[src/rtl/instr_fetch_stage.sv]
// instr_fetch_stage: TinyRISC fetch front end with built-in IF/ID register.
// Generates the PC and fetches over a variable-latency req/ack memory port.
// A one-entry skid buffer holds a word that returns while decode is stalled.
// An EX-resolved redirect flushes IF/ID and the skid buffer. A request that is
// still in flight at redirect time is allowed to complete, and its data is dropped.
//
// Memory handshake: imem_req rises in FETCH/DROP and stays high, with imem_addr
// stable, until a cycle in which imem_ack=1. That cycle completes the transfer,
// and imem_rdata is taken in that same cycle. imem_ack is ignored while imem_req=0.
`timescale 1ns/1ps

module instr_fetch_stage #(
  parameter logic [31:0] RESET_PC  = 32'h0000_0000,
  parameter logic [31:0] NOP_INSTR = 32'h6800_0000
) (
  input  logic        clk,
  input  logic        rst,
  output logic        imem_req,
  output logic [31:0] imem_addr,
  input  logic        imem_ack,
  input  logic [31:0] imem_rdata,
  input  logic        isBranchTaken,
  input  logic [31:0] branchPC,
  input  logic        stall,
  output logic [31:0] pc_out,
  output logic [31:0] instr_out,
  output logic        valid_out,
  output logic [1:0]  fsm_state
);

  localparam logic [1:0] ST_BOOT  = 2'd0;
  localparam logic [1:0] ST_FETCH = 2'd1;
  localparam logic [1:0] ST_HOLD  = 2'd2;
  localparam logic [1:0] ST_DROP  = 2'd3;

  localparam logic [31:0] RESET_PC_ALIGNED = RESET_PC & 32'hFFFF_FFFC;

  logic [1:0]  state, state_nxt;
  logic [31:0] pc, pc_nxt;
  logic [31:0] drop_addr, drop_addr_nxt;
  logic [31:0] skid_pc, skid_pc_nxt;
  logic [31:0] skid_instr, skid_instr_nxt;
  logic [31:0] pc_out_nxt, instr_out_nxt;
  logic        valid_out_nxt;

  logic [31:0] target;
  logic [31:0] pc_inc;
  logic        redirect;

  assign target   = branchPC & 32'hFFFF_FFFC;
  assign pc_inc   = pc + 32'd4;
  // BOOT has no request outstanding and ignores redirects.
  assign redirect = isBranchTaken && (state != ST_BOOT);

  // pc only ever holds word-aligned values, so it can be presented directly.
  // DROP keeps presenting the address of the abandoned request.
  assign imem_req  = (state == ST_FETCH) || (state == ST_DROP);
  assign imem_addr = (state == ST_DROP) ? drop_addr : pc;
  assign fsm_state = state;

  // Next-state and IF/ID/skid update; redirect outranks every other action.
  always_comb begin
    state_nxt      = state;
    pc_nxt         = pc;
    drop_addr_nxt  = drop_addr;
    skid_pc_nxt    = skid_pc;
    skid_instr_nxt = skid_instr;
    pc_out_nxt     = pc_out;
    instr_out_nxt  = instr_out;
    valid_out_nxt  = valid_out;

    case (state)
      ST_BOOT: begin
        state_nxt = ST_FETCH;
      end

      ST_FETCH: begin
        if (redirect) begin
          pc_nxt        = target;
          valid_out_nxt = 1'b0;
          instr_out_nxt = NOP_INSTR;
          if (imem_ack) begin
            // The returned word belongs to the wrong path; the next request goes to the target.
            state_nxt = ST_FETCH;
          end else begin
            drop_addr_nxt = pc;
            state_nxt     = ST_DROP;
          end
        end else if (imem_ack) begin
          pc_nxt = pc_inc;
          if (!stall || !valid_out) begin
            pc_out_nxt    = pc;
            instr_out_nxt = imem_rdata;
            valid_out_nxt = 1'b1;
          end else begin
            skid_pc_nxt    = pc;
            skid_instr_nxt = imem_rdata;
            state_nxt      = ST_HOLD;
          end
        end else if (!stall) begin
          valid_out_nxt = 1'b0;
          instr_out_nxt = NOP_INSTR;
        end
      end

      ST_HOLD: begin
        if (redirect) begin
          pc_nxt        = target;
          valid_out_nxt = 1'b0;
          instr_out_nxt = NOP_INSTR;
          state_nxt     = ST_FETCH;
        end else if (!stall) begin
          pc_out_nxt    = skid_pc;
          instr_out_nxt = skid_instr;
          valid_out_nxt = 1'b1;
          state_nxt     = ST_FETCH;
        end
      end

      ST_DROP: begin
        // IF/ID is already a bubble here; a repeated redirect only moves the target.
        if (redirect) pc_nxt = target;
        if (redirect || !stall) begin
          valid_out_nxt = 1'b0;
          instr_out_nxt = NOP_INSTR;
        end
        // The stale request completes on its ack. Its data is discarded, and fetch
        // resumes at the latest target.
        if (imem_ack) state_nxt = ST_FETCH;
      end

      default: begin
        state_nxt = ST_BOOT;
      end
    endcase
  end

  // State, PC, skid and IF/ID registers; reset abandons any outstanding request.
  always_ff @(posedge clk or negedge rst) begin
    if (!rst) begin
      state      <= ST_BOOT;
      pc         <= RESET_PC_ALIGNED;
      drop_addr  <= RESET_PC_ALIGNED;
      skid_pc    <= 32'd0;
      skid_instr <= NOP_INSTR;
      pc_out     <= 32'd0;
      instr_out  <= NOP_INSTR;
      valid_out  <= 1'b0;
    end else begin
      state      <= state_nxt;
      pc         <= pc_nxt;
      drop_addr  <= drop_addr_nxt;
      skid_pc    <= skid_pc_nxt;
      skid_instr <= skid_instr_nxt;
      pc_out     <= pc_out_nxt;
      instr_out  <= instr_out_nxt;
      valid_out  <= valid_out_nxt;
    end
  end

endmodule
[config.mk]
export PLATFORM = sky130hd
export DESIGN_NAME = instr_fetch_stage
export DESIGN_NICKNAME = d
export VERILOG_FILES = /design/src/rtl/instr_fetch_stage.sv
export SDC_FILE = /design/constraint.sdc
export NUM_CORES = 1
export LEC_CHECK = 0
export BUFFER_PORTS_ARGS = -buffer_cell sky130_fd_sc_hd__buf_2
export CAP_MARGIN = 20
export CORE_MARGIN = 1.5
export CORE_UTILIZATION = 35
export CTS_CLUSTER_SIZE = 10
export DETAILED_ROUTE_END_ITERATION = 12
export GPL_TIMING_DRIVEN = 0
export PLACE_DENSITY_LB_ADDON = 0.3
export SLEW_MARGIN = 40
export SYNTH_ARGS = -nofsm -noshare
export SYNTH_HDL_FRONTEND = slang
export SYNTH_SLANG_ARGS = --single-unit
[constraint.sdc]
create_clock -name clk -period 1.82 [get_ports clk]
set_input_delay 0.364 -clock clk [delete_from_list [all_inputs] [get_ports clk]]
set_output_delay 0.364 -clock clk [all_outputs]
set_load 0.005 [all_outputs]
After elaboration in Yosys (flattened, before gate mapping) --
Cells that the tools add are included.
Storage, ports and cells: register bits after elaboration 195, word-level logic and storage cells 81, input port bits 69, output and inout bits 100
Cells by class: reduce and logical (&&, ||, !) cells 18, add/subtract/negate cells 1, equal/unequal tests 16, bitwise operators 3, multiplexer cells 35
Operator list (count):
- $mux W32 | 16
- $pmux W32 S2 | 2
- $pmux W32 S3 | 1
- $add A32 B3 Y32 const B | 1
- $mux W2 | 7
- $ne A2 B2 Y1 const B | 5
- $ne A3 B3 Y1 const B | 3
- $pmux W2 S4 | 1
- $reduce_and A4 Y1 | 2
- $mux W1 | 7
- $ne A2 B1 Y1 const B | 3
- $reduce_and A3 Y1 | 2
- $reduce_and A6 Y1 | 1
- $reduce_bool A2 Y1 | 3
- $reduce_and A5 Y1 | 1
- $eq A2 B2 Y1 const B | 2
- $ne A4 B3 Y1 const B | 1
- $ne A4 B4 Y1 const B | 1
- $logic_or A1 B1 Y1 | 3
- $not A1 Y1 | 3
- $pmux W1 S3 | 1
- $reduce_bool A3 Y1 | 1
- $eq A2 B1 Y1 const B | 1
- $logic_not A1 Y1 | 2
- other kinds (3) | 3

Logic depth before layout (Yosys ltp) --
depth in word-level cells 6, gate-level depth with buffers 8, mapped depth without buffers 5

Least setup slack after synthesis --
OpenSTA, ideal clock, no wires.
path kind flip-flop to flip-flop, start register state[0] (netlist: fsm_state[0]), end register pc_out[16], stages on the path, launching flop included 8, path slack -64 ps, buffers on the path 4, data arrival time 1759 ps, required time 1695 ps, period minus slack after synthesis 1884 ps, setup time 125 ps, path through dfrtp_1 > clkbuf_1 > nor2b_1 > buf_2 > buf_2 > clkbuf_1 > o21ai_0 > mux2_2
On the way: longest elaborated chain between the ends 4, elaborated cells between the ends (all ways) 12, those cells by class 7 x eq/ne; 1 x mux; 4 x reduce/logical
RTL lines:
- start, declared | RTL line 38 | logic [1:0] state, state_nxt;
- start signal, assigned | RTL line 150 | state <= state_nxt;
- $reduce_bool A2 Y1 | RTL line 53 | assign redirect = isBranchTaken && (state != ST_BOOT);
- $logic_and A1 B1 Y1 | RTL line 53
- $ne A2 B2 Y1 (no line)
- $reduce_and A6 Y1 (no line)
- end signal, assigned | RTL line 155 | pc_out <= pc_out_nxt;
- end, declared | RTL line 25 | output logic [31:0] pc_out,
Several ways; a longest one is shown, not always the timed one. A chain may end at the register's enable or synchronous reset.

Worst setup path after layout --
start register state[0] (netlist: fsm_state[0]), end output port imem_addr[26]
On the way: longest elaborated chain between the ends 2
RTL lines:
- $eq A2 B2 Y1 | RTL line 58 | assign imem_addr = (state == ST_DROP) ? drop_addr : pc;
- $mux W32 | RTL line 58
- end, declared | RTL line 19 | output logic [31:0] imem_addr,
Every way passes these cells.

==> results.py <==
metrics = {
    "run_status": {
        "status": "finished with violations",
        "violations": "setup timing",
    },
    "global_routing": {
        "grt_use_met1": 0.2666,
        "grt_max_degree": 57,
        "overflow": 0,
        "grt_use_met2": 0.3145,
        "track_usage": 0.1957,
        "antenna_found_initial": 0,
        "met3_usage": 0.03555,
        "grt_pass1_vias": 7044,
        "grt_pass1_wl_um": 39870,
        "grt_busiest_layer": "met2",
    },
    "min_path": {
        "hold_path_class": "in2reg",
        "whs_path_depth": 2,
        "hold_start": "imem_rdata[4]",
        "min_to": "skid_instr[4]",
    },
    "timing": {
        "worst_pin_slew_ns": 0.6609,
        "maxSlewViolCount": 0,
        "fmax_mhz": 466.6,
        "finalHoldViolations": 0,
        "min_period_ns": 2.143,
        "rsz0062_at_grt": "yes",
        "finalCritPeriodShare": 1.178,
        "worst_clock_skew_ns": 0.01306,
        "hold_ws_ns": 0.1731,
        "finalSetupTns_ns": -11.04,
        "slew_headroom": 0.5574,
        "fin_ws_ns": -0.3232,
        "finalSetupViolations": 63,
    },
    "routing": {
        "drt-total-wl_um": 26090,
        "via_per_inst": 5.365,
        "wl_per_cell_um": 19.45,
        "drc": 0,
        "ant_nets": 0,
        "vias": 7195,
        "dr.pass1.iters": 5,
        "drtIter0Drc": 580,
    },
    "finish": {
        "num-fill-cells": 2307,
        "fin_nets": 1068,
        "area_growth_pct": 33.49,
        "multi_input_area_mm2": 0.004293,
        "drive_gt1_frac": 0.5153,
        "fin_util": 0.4773,
        "stdcell_area_mm2": 0.01202,
        "final_common_cell": "dfrtp_1",
        "final_cell_mix": "dfrtp_1, mux2_2, buf_2",
        "final-seq-area_mm2": 0.004705,
        "diodes": 0,
        "fin_cells": 1341,
    },
    "cts": {
        "ctsHtreeMaxLevel": 4,
        "cts_sinks": 187,
        "cts.clk_slew.worst_paths_ns": 0.08,
        "clk_latency_ns": 0.43,
        "cts_buffers": 17,
        "clockRootBuffer": "clkbuf_16",
        "cts.path.max_buffers": 2,
        "cts_tree": "built",
    },
    "power": {
        "irDropWorstVdd_uv": 687.5,
        "powerDensity_mw_per_mm2": 1078,
        "p_total_mw": 12.96,
        "seq_power_share": 0.443,
        "power_switching_mw": 3.842,
        "pwr-share-clk": 0.290,
        "intPower_mw": 9.122,
        "combPwrFrac": 0.267,
        "swShare": 0.2964,
        "p_leak_nw": 5.438,
    },
    "place": {
        "pre_cts_ws_ns": -0.6177,
        "placed_cells": 1282,
        "io_buffers": 162,
        "post-dp-hpwl_um": 17830,
        "gp_congestion": 0.9067,
        "placed_area_mm2": 0.01035,
    },
    "synth": {
        "synth_simple_gate_area_share": 0.09212,
        "synth_seq_cells": 187,
        "syn_area_mm2": 0.009005,
        "synth_top_family_by_area": "multiplexers",
        "synth_enable_flop_cells": 0,
        "synthCells": 784,
        "synth_ff_type": "dfrtp_1",
        "synth_xor_area_frac": 0,
        "ys.warnings.count": 0,
        "synth_cell_types": 53,
        "synthMuxAreaShare": 0.2201,
        "yosysSeqAreaShare": 0.5205,
        "synth-async-reset-ratio": 1.000,
        "syn_area_per_cell_um2": 11.49,
        "synth_compound_area_frac": 0.1249,
        "synth_fa_ha_area_frac": 0.001389,
    },
    "setup_path": {
        "reg2reg_from": "fsm_state[1]",
        "path_class": "reg2out",
        "r2r_slack_ns": -0.07,
        "crit_path_end_kind": "output pin",
        "crit_path_start_kind": "register",
        "required_ns": 1.46,
        "cp_max_fo": 7,
        "r2r-end": "pc_out[20]",
        "critPathArrivalTime_ns": 1.78,
        "reg2reg_depth": 6,
    },
    "floorplan": {
        "initial_core_util": 0.3576,
        "core_area_mm2": 0.02518,
        "die_area_mm2": 0.02670,
        "die_w_um": 163.4,
        "io_pins": 169,
        "num_rows": 58,
        "fp.dieH_um": 163.4,
    },
    "run": {
        "cap_violations": 0,
    },
}
## kinds of logic after synthesis
group                      Yosys count
muxes                              176
buffers and inverters               85
adders and majority gates            1
and+or+nand+nor                    162
other                                1
DFF                                187
AOI/OAI and AO/OA                  172
## cell type report
type                       instances  area share
clock buffer                      18     0.03570
timing repair buffer             204      0.1198
inverter                           9    0.003123
clock inverter                    14     0.01312
tap                              330     0.03435
sequential                       187      0.3914
multi-input combinational        515      0.3571
buffer                            64     0.04538
## worst max-delay path by stage
stage                       startpoint            end  slack, ns
final                     fsm_state[0]  imem_addr[26]      -0.32
after floorplan           fsm_state[0]  imem_addr[10]      -0.06
after global placement             rst     pc_out[30]      -2.90
after global routing      fsm_state[0]  imem_addr[24]      -0.37
after detailed placement  fsm_state[0]   imem_addr[7]      -0.62
after CTS                 fsm_state[1]  imem_addr[16]      -0.36
## Yosys cell counts (2+ instances only)
| library cell | count | area (um2) |
|---|---|---|
| nor3b_1 | 2 | 15.01 |
| o22ai_1 | 9 | 56.30 |
| mux2_2 | 176 | 1982 |
| a31oi_1 | 5 | 31.28 |
| nand2_1 | 66 | 247.7 |
| a32oi_1 | 2 | 17.52 |
| nor2b_1 | 4 | 25.02 |
| a311oi_1 | 4 | 35.03 |
| inv_1 | 9 | 33.78 |
| a2bb2oi_1 | 4 | 35.03 |
| nor2_1 | 18 | 67.56 |
| o31ai_1 | 2 | 15.01 |
| nor4_1 | 9 | 56.30 |
| a21o_1 | 3 | 22.52 |
| dfstp_2 | 6 | 157.7 |
| nor3_1 | 9 | 45.04 |
| buf_2 | 21 | 105.1 |
| a32o_1 | 2 | 20.02 |
| and2_1 | 5 | 31.28 |
| o211ai_1 | 7 | 52.55 |
| o22a_1 | 3 | 26.28 |
| a211oi_1 | 6 | 45.04 |
| clkbuf_1 | 43 | 161.4 |
| nand2b_1 | 4 | 25.02 |
| o2bb2ai_1 | 3 | 26.28 |
| buf_4 | 4 | 30.03 |
| buf_1 | 4 | 15.01 |
| nand3_1 | 9 | 45.04 |
| dfrtp_1 | 181 | 4529 |
| nor4_2 | 2 | 25.02 |
| or3_1 | 3 | 18.77 |
| nand4_2 | 2 | 25.02 |
| a21oi_1 | 18 | 90.09 |
| and4_1 | 7 | 61.31 |
| o21ai_0 | 60 | 300.3 |
| clkbuf_2 | 4 | 20.02 |
| nand4_1 | 14 | 87.58 |
| and3_1 | 5 | 31.28 |
| a22oi_1 | 33 | 247.7 |
| o211a_1 | 3 | 30.03 |
## layer usage
| metal | share of wire | routed length, um | vias to the layer above |
|---|---|---|---|
| met5 | 0 | 0 | - |
| li1 | - | - | 3302 |
| met4 | 0.019 | 484 | 0 |
| met1 | 0.44 | 11390 | 3565 |
| met2 | 0.48 | 12460 | 296 |
| met3 | 0.067 | 1750 | 32 |
## what timing repair did
item | in CTS | in global routing
hold buffers | 1 | 0
pin swaps | 6 | 12
setup buffers | 15 | 19
setup endpoints to repair | 215 | 199
cloned | 3 | 1
gates resized for setup | 157 | 83
endpoints found under the hold margin | 26 | 0
## worst max-delay path: stages (launching register included)
cell	delay, ns
dfrtp_2	0.45
buf_12	0.15
nand2_8	0.13
clkbuf_16	0.18
mux2_4	0.31
buf_6	0.12
## flip-flops by register name (all words and copies together) (netlist names)
name,cells
drop_addr,30
fsm_state,2
instr_out,32
pc,30
pc_out,30
skid_instr,32
skid_pc,30
valid_out,1
## power by group through the flow
stage               sequential [mW]  combinational, mW  clock, mW
floorplan                      5.66               1.71          0
global placement               5.71               2.71          0
detailed placement             5.76               2.79          0
CTS                            5.73               3.32       3.84
global route                   5.87               3.76       3.98
finish                         5.75               3.46       3.76
No activity file was read; power rests on OpenSTA's default activity.
